### src/rtl/fifo_pkg.sv
// Shared definitions for the write-side FIFO buffer: FSM state encoding and default sizing.
package fifo_pkg;

    typedef enum logic [1:0] {
        IDLE  = 2'd0,
        ACK   = 2'd1,
        STORE = 2'd2
    } wr_state_e;

    localparam int DEF_DATA_W = 16;
    localparam int DEF_DEPTH  = 8;

endpackage

### src/rtl/fifo_mem.sv
// DEPTH x DATA_W storage: synchronous write, asynchronous read, contents not reset.
module fifo_mem #(
    parameter int DATA_W = 16,
    parameter int DEPTH  = 8,
    parameter int ADDR_W = 3
) (
    input  logic              clk,
    input  logic              we,
    input  logic [ADDR_W-1:0] waddr,
    input  logic [DATA_W-1:0] wdata,
    input  logic [ADDR_W-1:0] raddr,
    output logic [DATA_W-1:0] rdata
);

    logic [DATA_W-1:0] mem [DEPTH];

    always_ff @(posedge clk) begin
        if (we) mem[waddr] <= wdata;
    end

    assign rdata = mem[raddr];

endmodule

### src/rtl/fifo_wr_buffer.sv
// Write handshake FSM (IDLE/ACK/STORE) over a circular buffer with show-ahead head word.
// Optional FIFO_ALMOST_FULL_EN adds parameter AF_THRESH and output almost_full.
module fifo_wr_buffer
    import fifo_pkg::*;
#(
    parameter int DATA_W = DEF_DATA_W,
    parameter int DEPTH  = DEF_DEPTH,
    parameter int ADDR_W = $clog2(DEPTH)
`ifdef FIFO_ALMOST_FULL_EN
    ,
    parameter int AF_THRESH = DEPTH - 2
`endif
) (
    input  logic              clk,
    input  logic              rst_n,
    input  logic              wr_en,
    input  logic [DATA_W-1:0] din,
    output logic              ready,
    output logic              full,
    output logic              empty,
    input  logic              rd_pop,
    output logic [DATA_W-1:0] dout,
    output logic [ADDR_W:0]   count
`ifdef FIFO_ALMOST_FULL_EN
    ,
    output logic              almost_full
`endif
);

    localparam logic [ADDR_W:0] FULL_CNT = (ADDR_W + 1)'(DEPTH);

    wr_state_e         state;
    logic [DATA_W-1:0] hold_reg;
    logic [ADDR_W-1:0] wptr, rptr;
    logic              store, pop;

    assign store = (state == STORE);
    assign pop   = rd_pop & ~empty;
    assign full  = (count == FULL_CNT);
    assign empty = (count == '0);

`ifdef FIFO_ALMOST_FULL_EN
    localparam logic [ADDR_W:0] AF_CNT = (ADDR_W + 1)'(AF_THRESH);
    assign almost_full = (count >= AF_CNT);
`endif

    // ready is registered alongside the state so it is a clean Moore output
    always_ff @(posedge clk or negedge rst_n) begin
        if (!rst_n) begin
            state    <= IDLE;
            ready    <= 1'b0;
            hold_reg <= '0;
            wptr     <= '0;
        end else begin
            case (state)
                IDLE: begin
                    if (wr_en && !full) begin
                        state    <= ACK;
                        ready    <= 1'b1;
                        hold_reg <= din;
                    end
                end
                ACK: begin
                    if (!wr_en) begin
                        state <= STORE;
                        ready <= 1'b0;
                    end
                end
                STORE: begin
                    state <= IDLE;
                    wptr  <= wptr + 1'b1;
                end
                default: begin
                    state <= IDLE;
                    ready <= 1'b0;
                end
            endcase
        end
    end

    // a slot was reserved at capture time, so store alone can never overflow
    always_ff @(posedge clk or negedge rst_n) begin
        if (!rst_n) begin
            rptr  <= '0;
            count <= '0;
        end else begin
            if (pop) rptr <= rptr + 1'b1;
            if (store && !pop)      count <= count + 1'b1;
            else if (!store && pop) count <= count - 1'b1;
        end
    end

    fifo_mem #(
        .DATA_W (DATA_W),
        .DEPTH  (DEPTH),
        .ADDR_W (ADDR_W)
    ) u_mem (
        .clk   (clk),
        .we    (store),
        .waddr (wptr),
        .wdata (hold_reg),
        .raddr (rptr),
        .rdata (dout)
    );

endmodule

### config.mk
export PLATFORM = sky130hd
export DESIGN_NAME = fifo_wr_buffer
export DESIGN_NICKNAME = d
export VERILOG_FILES = /design/src/rtl/fifo_pkg.sv /design/src/rtl/fifo_mem.sv /design/src/rtl/fifo_wr_buffer.sv
export SDC_FILE = /design/constraint.sdc
export NUM_CORES = 1
export LEC_CHECK = 0
export BUFFER_PORTS_ARGS = -buffer_cell sky130_fd_sc_hd__buf_4
export CAP_MARGIN = 20
export CORE_AREA = 4 4 104 106
export DETAILED_ROUTE_END_ITERATION = 7
export DIE_AREA = 0 0 108 110
export PLACE_DENSITY = 0.82
export RECOVER_POWER = 100
export SYNTH_ARGS = -nofsm -noshare
export SYNTH_HDL_FRONTEND = slang
export SYNTH_SLANG_ARGS = --single-unit
### constraint.sdc
create_clock -name clk -period 7.5 [get_ports clk]
set_clock_uncertainty 0.15 [all_clocks]
set_input_delay 0.375 -clock clk [delete_from_list [all_inputs] [get_ports clk]]
set_output_delay 0.375 -clock clk [all_outputs]
set_load 0.005 [all_outputs]
==> metrics.md, run 1 <==
| Metric | Value |
|---|---|
| First-pass GRT wire length | between 15000 and 20000 um |
| Top cells by area, synth | edfxtp_1 (62%), dfrtp_1 (12%), mux4_2 (12%) |
| Seq/Total Area, Yosys | about three quarters |
| Multi-input gate area | between 0.001 and 0.0015 mm^2 |
| CP startpoint | rptr[0]$_DFFE_PN0P_ |
| Die area | between 0.01 and 0.015 mm^2 |
| CP Data Arrival Time | roughly 4000 ps |
| Die height | 110 um |
| FP Rows | 36 |
| Number of flops mapped to enable cells by yosys | 128 |
| Average size of a mapped cell | approximately 21 um^2 |
| Iter 0 DRT Violations | roughly 230 |
| Mapped Cells | just under 300 |
| Clock Latency Late Sink | 520 ps |
| Setup TNS | 0 ps |
| Number of global-route vias before repair | around 3200 |
| Post-Route WL | around 12000 um |
| CTS tree | yes |
| Clock Sinks | between 150 and 200 |
| P_leak | between 2 and 3 nW |
| Reg area | around 0.0046 mm^2 |
| Max layer used | met4 |
| Clock Path Buffers | 2 |
| Area leader, netlist | edfxtp_1 |
| Synth warn | 0 |
| Final worst path period share | about three fifths |
| Setup CP Type | reg2out |
| H-tree Lvls | 4 |
| Final setup fails | 0 |
| Status | finished with violations |
| Largest family of logic cells by synthesized area | multiplexers |
| Commonest non-fill, non-tap cell in the layout | edfxtp_1 |
| CP Capture Type | output port |
| Synth Area in XOR/XNOR | 0.851% |
| Post-Synth Simple-Gate Area | 2.51% |
| Most frequent cells in the layout | edfxtp_1 (128), mux4_2 (32), dfrtp_1 (27) |
| Post-Layout Cell Count | slightly above 500 |
| Drt pass-1 iters | 6 |
| Total clock buffers created by CTS | 17 |
| Initial antenna violation count | 0 |
| Dpl cells | 460 |
| HPWL Detailed | around 6200 um |
| Gr ovfl total | 0 |
| CTS clk-pin slew, worst paths | about 60 ps |
| Final ANT Viol Nets | 0 |
| Root Buffer Master | clkbuf_8 |
| Met1 Wirelength | roughly 4900 um |
| Worst VDD drop | roughly 0.23 mV |
| Port-buffer cells | 42 |
| Hold Worst Slack | 303 ps |
| Fin area | between 0.007 and 0.008 mm^2 |
| Peak Freq | 0.216 GHz |
| Layout cell share with drive strength beyond 1 | 31.3% |
| Predominant post-synthesis flop cell | edfxtp_1 |
| Min-Delay Startpoint | state[1]$_DFFE_PN0P_ |
| Min-Delay Path Class | reg2reg |
| Post-synth ARST share | roughly 18% |
| CP required | ~7000 ps |
| Fin nets | about 390 |
| PwrDens | around 380 mW/mm^2 |
| Count of cell types in the netlist | 33 |
| Ports | 43 |
| Wire length per cell | 22.8 um |
| FILL cells | 535 |
| Core box area | 0.00977 mm^2 |
| Yosys reg bits | 157 |
| Mux contribution to synthesized area | a little under a fifth |
| Met2 wire len | 6070 um |
| Final total power | about 2.8 mW |
| Die W | about 110 um |
| Failing checks | capacitance limit, slew limit |
| DRC errors left | 0 |
| Mapped Nets | around 320 |
| Antenna Diode Count | 0 |
| Cell area after synthesis | between 0.006 and 0.007 mm^2 |
| Slew Viols, Final | 114 |
| Critical Path Fanout Max | 32 |
| Setup crit start kind | register |
| Initial Util | between 60% and 70% |
| Post-CTS Resized | 0 |
| Synth top area share | around 62% |
| Final hold vios | 0 |
| Worst rel slew slack | -98.8% |
| Gr usage total | between 20% and 30% |
| DR vias/cell | 6.00 |
| Max-cap viol count | 5 |
| Largest net degree at the start of global routing | 35 |
| Area share of fa/ha/maj cells after synthesis | roughly 1.3% |
| Layout area overhead | 18.9% |
| Worst-Margin Slew | around 3000 ps |
| Compound-Gate Fraction of Synth Area | 1.13% |
| Placed inst area | between 0.006 and 0.007 mm^2 |
| Number of flip-flops in the largest register | roughly 130 |
| Via count | 3077 |
| Fin crit period | 4630 ps |
| WL met3 | 507 um |
| GPL Wtd Cong | between 0.7 and 0.8 |
| Crit Reg-Reg Startpoint | state[0]$_DFFE_PN0P_ |
| RSZ-0062 raised after global routing | no |
[what timing repair did]
action	4_1_cts	5_1_grt
setup buffers	0	0
endpoints found under the hold margin	48	0
hold buffers	19	0
[cells in the mapped netlist, drive strengths merged, types with 2 or more instances]
cell type and instances:
nand2b 4, buf 7, a21oi 3, dfrtp 29
inv 4, nor3 4, edfxtp 128, mux2 35
mux4 32, or3 2, nand3 2, xnor2 4
clkbuf 7, o211ai 2, nand2 5, nor2 7
ha 5, xor2 2
[worst max-delay path: stages, from the launching register on]
cell and delay, ps:
dfrtp_2 380, clkbuf_1 1930, mux4_2 740, mux2_1 360, buf_4 150
[logic make-up after synthesis]
logic type,Yosys count
AOI/OAI and AO/OA,9
xor gates and xnor gates,6
adders and majority gates,6
buffers and inverters,18
DFF,157
muxes,68
and+or+nand+nor,29
[through the flow]
step	util (%)	setup WS, ps
finish	75.1	2870
detailed placement	68.1	4550
CTS	76.1	4360
global route	75.1	2420
global placement	68.1	4680
floorplan	-	4790
[final cells by class]
| type | count | share of cell area [%] |
|---|---|---|
| multi-input combinational | 118 | 20.0 |
| clock inverter | 13 | 2.28 |
| sequential | 157 | 62.3 |
| clock buffer | 19 | 5.74 |
| timing repair buffer | 69 | 7.19 |
| tap | 133 | 2.27 |
| inverter | 4 | 0.204 |
[final timing paths]
path                            slack, ps                   endpoint  cells past startpoint
worst max-delay path                 2870                   dout[15]                      4
worst min-delay path                  300       state[1]$_DFFE_PN0P_                      1
worst max register to register       3600  u_mem.mem[1][5]$_DFFE_PP_                      3
worst min register to register        300       state[1]$_DFFE_PN0P_                      1
max in group asynchronous            5310        rptr[1]$_DFFE_PN0P_                      2
min in group asynchronous             710    hold_reg[6]$_DFFE_PN0P_                      2
[report_power, final]
part	switching, mW	internal [mW]	total, mW
Combinational	0.252	0.403	0.656
Sequential	0.190	1.12	1.31
Clock	0.341	0.509	0.850
[layer usage]
metal / vias to the layer above / GRT usage, %
met2: 99 / 36.7
met4: 0 / 8.30
met3: 18 / 5.65
li1: 1337 / -
met1: 1623 / 27.8
met5: - / 0
No activity file was read; power rests on OpenSTA's default activity.
==> run 2, diff against run 1 <==
--- a/config.mk
+++ b/config.mk
@@ -7,10 +7,10 @@
 export LEC_CHECK = 0
 export BUFFER_PORTS_ARGS = -buffer_cell sky130_fd_sc_hd__buf_4
 export CAP_MARGIN = 20
-export CORE_AREA = 4 4 104 106
+export CORE_AREA = 4 4 108 110
 export DETAILED_ROUTE_END_ITERATION = 7
-export DIE_AREA = 0 0 108 110
-export PLACE_DENSITY = 0.82
+export DIE_AREA = 0 0 112 114
+export PLACE_DENSITY = 0.77
 export RECOVER_POWER = 100
 export SYNTH_ARGS = -nofsm -noshare
 export SYNTH_HDL_FRONTEND = slang
==> constraint.sdc (replaced) <==
create_clock -name clk -period 4.3 [get_ports clk]
set_clock_uncertainty 0.15 [all_clocks]
set_input_delay 0.215 -clock clk [delete_from_list [all_inputs] [get_ports clk]]
set_output_delay 0.215 -clock clk [all_outputs]
set_load 0.005 [all_outputs]
==> run 2 against run 1 <==
The run still ends with capacitance limit, slew limit left. Routed wire length shrank 2.0%. Power grew 70%. Register-to-register slack lost 2500 ps. Count of clock-buffer cells in the layout shrank 1. Cell count grew 1.4%. Sequential cell count is the same. First-iteration DRC count grew 5.2%. Design area is essentially flat. Non-clock buffer count is the same. Critical path depth is the same.
==> metrics.md, run 2 (synthesis results as in run 1) <==
| Metric | Value |
|---|---|
| Status | finished with violations (unchanged) |
| Failing checks | capacitance limit, slew limit (unchanged) |
| Placed inst area | 0.00667 mm^2 (was 0.00666 mm^2) |
| Setup CP Type | reg2out (unchanged) |
| Port-buffer cells | 42 (unchanged) |
| DRC errors left | 0 (unchanged) |
| Worst R2R End | count[3]$_DFFE_PN0P_ (was u_mem.mem[1][5]$_DFFE_PP_) |
| Post-CTS setup buffer count | 0 (unchanged) |
| Final setup fails | 0 (unchanged) |
| Post-Route WL | 11500 um (was 11700 um) |
| Net Sw Frac | 27.6% (was 27.8%) |
| CTS clk-pin slew, worst paths | 60 ps (about the same) |
| CP startpoint | rptr[0]$_DFFE_PN0P_ (unchanged) |
| CP Capture Type | output port (unchanged) |
| Worst-case hold path end point | state[1]$_DFFE_PN0P_ (unchanged) |
| Iter 0 DRT Violations | 243 (was 231) |
| Min-Delay Path Class | in2reg (was reg2reg) |
| Layout area overhead | 18.9% (about the same) |
| Die area | 0.0128 mm^2 (was 0.0119 mm^2) |
| CTS tree | yes (unchanged) |
| Fin crit period | between 3000 and 4000 ps |
| Number of global-route vias before repair | 3182 (was 3181) |
| Worst VDD drop | 0.347 mV (was 0.232 mV) |
| CP Data Arrival Time | 3060 ps (was 4100 ps) |
| Critical Path Fanout Max | 18 (was 32) |
| Total clock buffers created by CTS | 17 (unchanged) |
| Worst reg-to-reg path cell count | 7 (was 3) |
| Drt pass-1 iters | 4 (was 6) |
| Slew Viols, Final | 64 (was 114) |
| Via count | 2969 (was 3077) |
| Gr ovfl total | 0 (unchanged) |
| Initial antenna violation count | 0 (unchanged) |
| Commonest non-fill, non-tap cell in the layout | edfxtp_1 (unchanged) |
| Max-cap viol count | 3 (was 5) |
| Setup crit start kind | register (unchanged) |
| Sw Pwr | 1.32 mW (was 0.784 mW) |
| Die W | 112 um (was 108 um) |
| Final ANT Viol Nets | 0 (unchanged) |
| Most frequent cells in the layout | edfxtp_1 (128), mux4_2 (32), dfrtp_1 (28) (was edfxtp_1 (128), mux4_2 (32), dfrtp_1 (27)) |
| Fin area | 0.00734 mm^2 (about the same) |
| DR vias/cell | 5.71 (was 6.00) |
| Ports | 43 (unchanged) |
| Worst-Margin Slew | 1900 ps (was 2960 ps) |
| Final total power | 4.79 mW (was 2.82 mW) |
| FP Rows | 38 (was 36) |
| Antenna Diode Count | 0 (unchanged) |
| Root Buffer Master | clkbuf_8 (unchanged) |
| Clock Latency Late Sink | 520 ps (about the same) |
| Reg2Reg Setup Slack | 1070 ps (was 3600 ps) |
| Dpl cells | 468 (was 460) |
| FILL cells | 684 (was 535) |
| Initial Util | 57.7% (was 63.2%) |
| Peak Freq | between 0.2 and 0.3 GHz |
| HPWL Detailed | 6100 um (was 6150 um) |
| Worst slack, placed | 1320 ps (was 4550 ps) |
| Fin nets | 393 (unchanged) |
| Largest net degree at the start of global routing | 35 (unchanged) |
| Worst rel slew slack | -26.6% (was -98.8%) |
| Setup TNS | 0 ps (unchanged) |
| Clock Path Buffers | 2 (unchanged) |
| Post-Layout Cell Count | 520 (was 513) |
| CP required | 3930 ps (was 6970 ps) |
| PwrDens | 653 mW/mm^2 (was 384 mW/mm^2) |
| Wire length per cell | 22.0 um (was 22.8 um) |
| Min-Delay Startpoint | wr_en (was state[1]$_DFFE_PN0P_) |
| Crit Reg-Reg Startpoint | count[0]$_DFFE_PN0P_ (was state[0]$_DFFE_PN0P_) |
| Hold Path Cell Cnt | 3 (was 1) |
| Layout cell share with drive strength beyond 1 | 31.8% (was 31.3%) |
| P_leak | 2.53 nW (about the same) |
| Clk pwr share | 29.1% (was 30.2%) |
| Final hold vios | 0 (unchanged) |
| Clock Sinks | 157 (unchanged) |
| Comb power frac | 22.5% (was 23.3%) |
| Final Core Density | 68.6% (was 75.1%) |
| Core box area | 0.0107 mm^2 (was 0.00977 mm^2) |
| Die height | 114 um (was 110 um) |
| H-tree Lvls | 4 (unchanged) |
| Number of flip-flops in the largest register | 128 (unchanged) |
| Final worst path period share | ~80% |
| GPL Wtd Cong | 0.727 (was 0.730) |
| Total internal power | 3.47 mW (was 2.03 mW) |
| Hold Worst Slack | 248 ps (was 303 ps) |
| Final WS setup | 875 ps (was 2870 ps) |
| Register share of total power | 48.4% (was 46.5%) |
| First-pass GRT wire length | 18200 um (about the same) |
| RSZ-0062 raised after global routing | no (unchanged) |
| Gr usage total | 19.8% (was 21.8%) |
==> run 2: metal layers <==
metal,track usage (%),up-vias,wire length [um]
met3,5.57,11,699
met4,6.01,0,132
li1,-,1330,-
met1,24.3,1509,4420
met2,34.8,119,6210
met5,0,-,0
==> run 2: power groups by stage <==
stage | combinational [mW] | clock [mW] | sequential (mW)
final | 1.08 | 1.40 | 2.32
after global routing | 1.18 | 1.50 | 2.37
after CTS | 1.15 | 1.42 | 2.34
after detailed placement | 1.12 | 0 | 2.37
after global placement | 1.10 | 0 | 2.34
after floorplan | 0.877 | 0 | 2.14
==> run 2: final cells by class <==
class,instances,area (um^2),share of cell area [%]
Clock inverter,14,148,2.01
Timing Repair Buffer,69,536,7.29
Tap cell,140,175,2.39
Sequential cell,157,4570,62.2
Multi-Input combinational cell,118,1480,20.2
Clock buffer,18,418,5.69
Inverter,4,15.0,0.204
==> run 2: worst max path at each step <==
| stage | endpoint | slack (ps) | depth (start not counted) |
|---|---|---|---|
| after floorplan | count[3]$_DFFE_PN0P_ | 1590 | 7 |
| after global routing | dout[13] | 560 | 4 |
| after CTS | dout[11] | 1160 | 4 |
| after detailed placement | count[3]$_DFFE_PN0P_ | 1320 | 7 |
| after global placement | count[3]$_DFFE_PN0P_ | 1460 | 7 |
| final | dout[13] | 870 | 4 |
==> run 2: worst max-delay path, cell delays in order, from the launching register on <==
cell     delay (ps)
dfrtp_1        1020
buf_4           490
mux4_2          550
mux2_1          320
buf_4           140
==> run 2: what timing repair did <==
item                                    4_1_cts  5_1_grt
hold endpoints to repair                     51        0
endpoints found under the setup margin        0        0
hold buffers                                 19        0
gates resized for setup                       0        0
